<file path="config.mk">
export PLATFORM = sky130hd
export DESIGN_NAME = mac_vec_acc
export DESIGN_NICKNAME = d
export VERILOG_FILES = /design/src/rtl/mac_vec_acc.sv
export SDC_FILE = /design/constraint.sdc
export NUM_CORES = 1
export LEC_CHECK = 0
export ABC_CLOCK_PERIOD_IN_PS = 7500
export CAP_MARGIN = 20
export CORE_ASPECT_RATIO = 1.75
export CORE_MARGIN = 8
export CORE_UTILIZATION = 43
export CTS_CLUSTER_SIZE = 20
export DETAILED_ROUTE_END_ITERATION = 10
export GPL_ROUTABILITY_DRIVEN = 0
export GPL_TIMING_DRIVEN = 0
export PLACE_DENSITY = 0.58
export RECOVER_POWER = 50
export SETUP_SLACK_MARGIN = 0.2
export SLEW_MARGIN = 20
export SYNTH_ARGS = -nofsm -noshare
export SYNTH_HDL_FRONTEND = slang
export SYNTH_SLANG_ARGS = --single-unit
export TNS_END_PERCENT = 20
</file>
<file path="constraint.sdc">
create_clock -name clk -period 7.5 [get_ports clk]
set_input_delay 1.5 -clock clk [delete_from_list [all_inputs] [get_ports clk]]
set_output_delay 1.5 -clock clk [all_outputs]
set_load 0.02 [all_outputs]
</file>
<file path="src/rtl/mac_vec_acc.sv">
// Multi-lane multiply-accumulate engine: each beat's LANES products are summed and
// accumulated with saturation over cfg_len beats, result returned via valid/ready.
module mac_vec_acc #(
  parameter int DATA_WIDTH = 8,
  parameter int LANES      = 4,
  parameter int ACC_WIDTH  = 32,
  parameter int LEN_WIDTH  = 16
) (
  input  logic                        clk,
  input  logic                        rst,
  input  logic                        start,
  input  logic [LEN_WIDTH-1:0]        cfg_len,
  input  logic                        cfg_signed,
  input  logic [LANES*DATA_WIDTH-1:0] a,
  input  logic [LANES*DATA_WIDTH-1:0] b,
  input  logic                        in_valid,
  output logic                        in_ready,
  output logic [ACC_WIDTH-1:0]        acc_out,
  output logic                        out_valid,
  input  logic                        out_ready,
  output logic                        ovf,
  output logic                        busy
);

  localparam int PW = 2 * DATA_WIDTH;
  localparam int SW = ACC_WIDTH + $clog2(LANES);
  localparam int TW = SW + 1;

  localparam logic [TW-1:0] SMAX = {{(TW-ACC_WIDTH+1){1'b0}}, {(ACC_WIDTH-1){1'b1}}};
  localparam logic [TW-1:0] SMIN = {{(TW-ACC_WIDTH+1){1'b1}}, {(ACC_WIDTH-1){1'b0}}};
  localparam logic [TW-1:0] UMAX = {{(TW-ACC_WIDTH){1'b0}}, {ACC_WIDTH{1'b1}}};

  typedef enum logic [1:0] {S_IDLE, S_ACCUM, S_DRAIN, S_OUT} state_e;

  // Clamp a widened accumulator sum; MSB of the result flags a clamp.
  function automatic logic [ACC_WIDTH:0] sat_acc(input logic [TW-1:0] x, input logic is_signed);
    logic [ACC_WIDTH:0] r;
    r = {1'b0, x[ACC_WIDTH-1:0]};
    if (is_signed) begin
      if ($signed(x) > $signed(SMAX))      r = {1'b1, SMAX[ACC_WIDTH-1:0]};
      else if ($signed(x) < $signed(SMIN)) r = {1'b1, SMIN[ACC_WIDTH-1:0]};
    end else if (x > UMAX) begin
      r = {1'b1, UMAX[ACC_WIDTH-1:0]};
    end
    return r;
  endfunction

  state_e                 state_q, state_d;
  logic [LEN_WIDTH-1:0]   len_q, len_d;
  logic [LEN_WIDTH-1:0]   cnt_q, cnt_d;
  logic                   signed_q, signed_d;
  logic [ACC_WIDTH-1:0]   acc_q, acc_d;
  logic [ACC_WIDTH-1:0]   acc_out_q, acc_out_d;
  logic                   ovf_q, ovf_d;
  logic                   vld_p1_q, vld_p1_d;

  logic signed [PW-1:0]   a_ext [LANES];
  logic signed [PW-1:0]   b_ext [LANES];
  logic signed [PW-1:0]   prod_p1_d [LANES];
  logic signed [PW-1:0]   prod_p1_q [LANES];

  logic [SW-1:0]          lane_sum;
  logic [TW-1:0]          acc_ext, sum_ext, acc_total;
  logic [ACC_WIDTH:0]     sat_res;
  logic                   accept;

  assign in_ready  = (state_q == S_ACCUM) && (cnt_q < len_q);
  assign accept    = in_valid && in_ready;
  assign out_valid = (state_q == S_OUT);
  assign busy      = (state_q != S_IDLE);
  assign acc_out   = acc_out_q;
  assign ovf       = ovf_q;

  // Stage 1: per-lane products, operands extended by the latched mode
  always_comb begin
    for (int i = 0; i < LANES; i++) begin
      a_ext[i] = {{DATA_WIDTH{signed_q & a[i*DATA_WIDTH+DATA_WIDTH-1]}}, a[i*DATA_WIDTH +: DATA_WIDTH]};
      b_ext[i] = {{DATA_WIDTH{signed_q & b[i*DATA_WIDTH+DATA_WIDTH-1]}}, b[i*DATA_WIDTH +: DATA_WIDTH]};
      prod_p1_d[i] = a_ext[i] * b_ext[i];
    end
  end

  always_ff @(posedge clk) begin
    prod_p1_q <= prod_p1_d;
  end

  // Stage 2: lane reduction at full width, then saturating accumulate
  always_comb begin
    lane_sum = '0;
    for (int i = 0; i < LANES; i++) begin
      lane_sum = lane_sum + {{(SW-PW){signed_q & prod_p1_q[i][PW-1]}}, prod_p1_q[i]};
    end
    acc_ext   = {{(TW-ACC_WIDTH){signed_q & acc_q[ACC_WIDTH-1]}}, acc_q};
    sum_ext   = {signed_q & lane_sum[SW-1], lane_sum};
    acc_total = acc_ext + sum_ext;
    sat_res   = sat_acc(acc_total, signed_q);
  end

  always_comb begin
    state_d   = state_q;
    len_d     = len_q;
    cnt_d     = cnt_q;
    signed_d  = signed_q;
    acc_d     = acc_q;
    acc_out_d = acc_out_q;
    ovf_d     = ovf_q;
    vld_p1_d  = accept;

    if (vld_p1_q) begin
      acc_d = sat_res[ACC_WIDTH-1:0];
      ovf_d = ovf_q | sat_res[ACC_WIDTH];
    end

    unique case (state_q)
      S_IDLE: begin
        if (start) begin
          len_d     = cfg_len;
          signed_d  = cfg_signed;
          cnt_d     = '0;
          acc_d     = '0;
          ovf_d     = 1'b0;
          acc_out_d = '0;
          state_d   = (cfg_len == '0) ? S_OUT : S_ACCUM;
        end
      end
      S_ACCUM: begin
        if (accept) begin
          cnt_d = cnt_q + LEN_WIDTH'(1);
          if (cnt_q + LEN_WIDTH'(1) == len_q) state_d = S_DRAIN;
        end
      end
      S_DRAIN: begin
        // Once no product is pending, acc_q already holds the final sum.
        if (!vld_p1_q) begin
          acc_out_d = acc_q;
          state_d   = S_OUT;
        end
      end
      S_OUT: begin
        if (out_ready) state_d = S_IDLE;
      end
      default: state_d = S_IDLE;
    endcase
  end

  always_ff @(posedge clk or negedge rst) begin
    if (!rst) begin
      state_q   <= S_IDLE;
      len_q     <= '0;
      cnt_q     <= '0;
      signed_q  <= 1'b0;
      acc_q     <= '0;
      acc_out_q <= '0;
      ovf_q     <= 1'b0;
      vld_p1_q  <= 1'b0;
    end else begin
      state_q   <= state_d;
      len_q     <= len_d;
      cnt_q     <= cnt_d;
      signed_q  <= signed_d;
      acc_q     <= acc_d;
      acc_out_q <= acc_out_d;
      ovf_q     <= ovf_d;
      vld_p1_q  <= vld_p1_d;
    end
  end

endmodule

</file>
# Word level (Yosys, flattened, before mapping)
# Cells that the tools add are included.
# classes
n_addsub,5
mul,4
magnitude_cmp,4
n_eq_ne,9
mux,23
bitwise,15
n_reduce_logical,11
# ops
operator,n
32-bit 2-to-1 mux,5
33-bit 2-to-1 mux,4
35-bit by 32-bit greater-than comparator with 1-bit output (second input constant),2
9-bit by 9-bit multiplier with 16-bit output,4
32-bit case mux with 2 select lines,1
35-bit adder,1
35-bit by 32-bit < comparator with 1-bit output (second input constant),1
16-bit 2-to-1 mux,2
16-bit case mux with 2 select lines,1
19-bit by 17-bit adder with 20-bit output,1
18-bit by 17-bit adder with 19-bit output,1
17-bit by 17-bit adder with 18-bit output,1
16-bit by 1-bit adder with 16-bit output (second input constant),1
16-bit == test,1
16-bit zero test,1
16-bit < comparator,1
1-bit bitwise AND,14
2-bit 2-to-1 mux,6
2-bit case mux with 4 select lines,1
2-bit != test (second input constant),3
3-bit AND reduction,2
2-bit nonzero test,3
5-bit AND reduction,1
2-bit == test (second input constant),2
7 further kinds,11
# word_totals
reg_bits,165
input_bits,86
out_inout_bits,36

# Depth between registers and ports, before layout
# logic_depth
word_depth,14
mapped_depth,28
ltp_nobuf,26

# Worst setup path after synthesis
# OpenSTA, ideal clock, no wires.
# synth_timing
path_kind,input to register
from,input port b[15]
to,register prod_p1_q[47] (netlist name)
setup_time_ns,0.122
t_arrival_ns,6.162
t_required_ns,7.378
path_slack_ns,1.215
stages,19
n_path_buf,1
path_cell_list,clkbuf_1 -> nand2_1 -> or2_2 -> fa_1 -> fa_1 -> fa_1 -> inv_1 -> fa_1 -> fa_1 -> ha_1 -> inv_1 -> nor2_1 -> nor2_1 -> o21bai_1 -> a21oi_1 -> o21bai_1 -> a21oi_1 -> o21ai_0 -> xnor2_1
# synth_rtl
item,line_no,text
start: declaration,15,"input logic [LANES*DATA_WIDTH-1:0] b,"
end signal: assignment,84,prod_p1_q <= prod_p1_d;
end: declaration,60,logic signed [PW-1:0] prod_p1_q [LANES];

# Final worst setup path
# layout_timing
from,register signed_q
to,register acc_q[22]
# layout_via
elab_chain_len,13
elab_cells_between_ends,20
classes_between,add/sub: 4; order compare: 3; mux: 7; bitwise: 6
# layout_rtl
item,line_no,text
start: declaration,51,"logic signed_q, signed_d;"
start signal: assignment,160,signed_q <= signed_d;
1-bit bitwise AND,91,"lane_sum = lane_sum + {{(SW-PW){signed_q & prod_p1_q[i][PW-1]}}, prod_p1_q[i]};"
17-bit by 17-bit adder with 18-bit output,91,
18-bit by 17-bit adder with 19-bit output,91,
19-bit by 17-bit adder with 20-bit output,91,
1-bit bitwise AND,94,"sum_ext = {signed_q & lane_sum[SW-1], lane_sum};"
35-bit adder,95,acc_total = acc_ext + sum_ext;
35-bit by 32-bit < comparator with 1-bit output,41,"else if ($signed(x) < $signed(SMIN)) r = {1'b1, SMIN[ACC_WIDTH-1:0]};"
33-bit 2-to-1 mux,41,
33-bit 2-to-1 mux,40,"if ($signed(x) > $signed(SMAX)) r = {1'b1, SMAX[ACC_WIDTH-1:0]};"
33-bit 2-to-1 mux *,39,if (is_signed) begin
32-bit 2-to-1 mux *,109,if (vld_p1_q) begin
32-bit 2-to-1 mux,116,if (start) begin
32-bit 2-to-1 mux *,114,unique case (state_q)
named net acc_d[22],52,"logic [ACC_WIDTH-1:0] acc_q, acc_d;"
end signal: assignment,152,acc_q <= '0;
end signal: assignment,161,acc_q <= acc_d;
end: declaration,52,
# The timed path passes the listed nets; every way through them passes the cells marked *.
# A chain may end at the register's enable or synchronous reset.

==> impl_results.md <==
* Clk buf depth at 2
* CTS tree: yes
* Iter 0 DRT Violations at 859
* WL final at 54.94 mm
* Yosys warnings at 0
* Final Hold Fails at 0
* Slew @ Worst Pin at 4104 ps
* Crit end category: flop
* Number of synthesized register bits at 165
* Post-DR wirelength/cell at about 18 um
* First-pass GRT wire length at 89.74 mm
* Asr flop ratio synth at 61.21%
* Drt first pass iters at 6
* CTS clk-pin slew, worst paths at 70 ps
* Slowest CP cell: fa_1
* Vias in the first global route at about 18000
* Root Buffer: clkbuf_16
* H-tree depth at 4
* Share of layout cells above drive strength 1 at between 4 and 5%
* Ports at 122
* Final TNS setup at 0 ps
* Initial antenna violation count at 1
* Slew Limit Fails at 104
* Area delta synth->final at 10.87%
* Die Span Y at 309.4 um
* Core Region at 48600 sq um
* Setup crit start: signed_q$_DFFE_PN0P_
* R2r startpoint: signed_q$_DFFE_PN0P_
* Worst-path cell chain: clkbuf_2 > clkbuf_4 > clkbuf_4 > nand2_1 > fa_1 > inv_1 > fa_1 > ha_1 > nand3_1 > a2111oi_0 > a21o_1 > nor2_4 > ha_1 > clkbuf_1 > nand3_1 > nor2_1 > o211a_1 > nor3_1 > a311oi_1 > o211ai_1 > nor3_4 > o21ai_2 > buf_6 > o211ai_2
* Worst EP required at 7870 ps
* # port buffers at slightly above 80
* Setup-failing EPs final at 0
* Top-count cell post-synth: inv_1
* Status: finished, violations left
* Post-layout min period at 6862 ps
* DR vias at 16390
* DIE AREA at ~57000 sq um
* Main area contributors after synthesis: fa_1 27%, ha_1 12%, dfrtp_1 12%
* Num rows at 107
* Crit path DAT at slightly above 7000 ps
* Initial Utilization at 43.52%
* Area leader, netlist: fa_1
* Fin crit share at approximately nine tenths
* Crit path kind: flop to flop
* Overflow after GRT at 0
* Seq/Total Area, Yosys at 18.01%
* Hpwl dp at approximately 46 mm
* CTS sink count at 165
* Ys flop type: dfrtp_1
* Die W at approximately 180 um
* Bufs and invs on worst path at 6
* Syn_area_per_cell at between 8 and 9 sq um
* All-Layer GR Usage at approximately a fifth
* Clk Latency, worst-skew pair at 450 ps
* Vias per cell at 5.244
* Largest net degree at the start of global routing at between 70 and 80
* Worst hold-check path type: flop to flop
* Yosys cell types at 76
* Max Clk Rate at 145.7 MHz
* # DRC at 0
* Layout Skew at roughly 16 ps
* Max_cap viols at 2
* Netlist Area Pre-Place at 21150 sq um
* Crit-path max FO at 16
* Hold Buf Count CTS at 0
* NumNets Final at 3038
* Cts bufs inserted at 17
* Startpoint types: flop
* Violated checks: max-capacitance violations, max-slew violations
* RSZ-0062 raised after global routing: yes
* Worst path top cell family by delay: adder cells
* Post-Syn Nets at roughly 2900
* Slowest stage delay, CP at roughly 550 ps
* Syn Inst Count at 2352
* Post-DRT Antenna Nets at 0
* Synth top cells by count: 407 x inv_1, 289 x nand2_1, 288 x fa_1
* Max_slew headroom at -173.6%
* Area fraction of the dominant cell type after synthesis at ~27%
* HP Start: acc_out[27]$_DFFE_PN0P_
* Post-synth EDFFs at 0
==> cell usage in the layout, fill, tap and decap left out, types with 87 or more instances in the layout <==
cell type  instances
dfrtp_1          101
fa_1             288
nand2_1          289
a21oi_1          100
ha_1             206
inv_1            407
o21ai_0           97
and2_1           114
xnor2_1          104
clkbuf_1          87
==> final timing paths <==
| path | endpoint | slack (ps) | depth (start not counted) |
|---|---|---|---|
| hold reg to reg | acc_out[27]$_DFFE_PN0P_ | 470 | 2 |
| setup / recovery | acc_q[22]$_DFF_PN0_ | 640 | 24 |
| min in group asynchronous | cnt_q[7]$_DFFE_PN0P_ | 1400 | 1 |
| hold / removal | acc_out[27]$_DFFE_PN0P_ | 470 | 2 |
| max in group asynchronous | acc_q[19]$_DFF_PN0_ | 1470 | 2 |
| setup reg to reg | acc_q[22]$_DFF_PN0_ | 640 | 24 |
==> sequential cells by signal, indices dropped and copies added (netlist names) <==
| register | count |
|---|---|
| ovf | 1 |
| acc_out | 32 |
| prod_p1_q | 64 |
| acc_q | 32 |
| cnt_q | 16 |
| signed_q | 1 |
| vld_p1_q | 1 |
| len_q | 16 |
| state_q | 2 |
==> repair_timing <==
| item | 4_1_cts | 5_1_grt |
|---|---|---|
| endpoints found under the setup margin | 34 | 31 |
| gates resized for setup | 8 | 5 |
| buffers inserted | 0 | 3 |
| endpoints found under the hold margin | 0 | 0 |
==> worst reg2reg max path, cell delays in order (launching register included) <==
cell	delay, ps
dfrtp_1	320
clkbuf_2	350
clkbuf_4	390
clkbuf_4	390
nand2_1	130
fa_1	550
inv_1	80
fa_1	520
ha_1	390
nand3_1	120
a2111oi_0	330
a21o_1	240
nor2_4	130
ha_1	330
clkbuf_1	280
nand3_1	220
nor2_1	170
o211a_1	230
nor3_1	70
a311oi_1	250
o211ai_1	270
nor3_4	420
o21ai_2	200
buf_6	240
o211ai_2	170
==> per-layer routing <==
layer | share of wire (%) | global-route usage (%)
met1 | 36 | 19.91
met2 | 57 | 39.56
met3 | 3.0 | 2.097
met4 | 4.5 | 9.867
met5 | 0 | 0
==> area by class of cell <==
type | instances | area [sq um]
inverters | 408 | 1531
diodes | 1 | 2.502
plain buffers | 99 | 410.4
flip-flops and latches | 165 | 3809
clock inverters | 15 | 172.7
clock buffers | 17 | 425.4
repair buffers | 87 | 850.8
well taps | 654 | 818.3
fillers | 4715 | 25150
multi-input cells | 1680 | 15430
==> kinds of logic (layout without fill, tap and decap cells) <==
family | Yosys count | in the layout | share of synthesized area (%)
buffers and inverters | 507 | 626 | 9.140
flip-flops | 165 | 165 | 18.01
XOR/XNOR | 140 | 140 | 5.797
other | 0 | 1 | 0
AND/OR/NAND/NOR | 653 | 653 | 14.93
AO/OA/AOI/OAI | 383 | 383 | 12.17
multiplexers | 10 | 10 | 0.5087
adder cells (fa/ha/maj) | 494 | 494 | 39.45
==> through the flow <==
| stage | worst slack [ps] | cells | cell area, sq um | hold WS [ps] | util [%] |
|---|---|---|---|---|---|
| global placement | -1313 | 3089 | 22800 | 464.8 | 46.91 |
| CTS | 310.4 | 3122 | 23450 | 487.4 | 48.26 |
| finish | 638.3 | 3126 | 23450 | 474.2 | 48.25 |
| global route | 146.7 | 3126 | 23450 | 497.9 | 48.25 |
| floorplan | 1215 | 2352 | 21150 | 486.1 | - |
| detailed placement | -1007 | 3090 | 22830 | 470.2 | 46.98 |
Power is left out: the tool's default activity adds up to more than one toggle a clock period on the data nets, which glitch-free logic cannot reach.
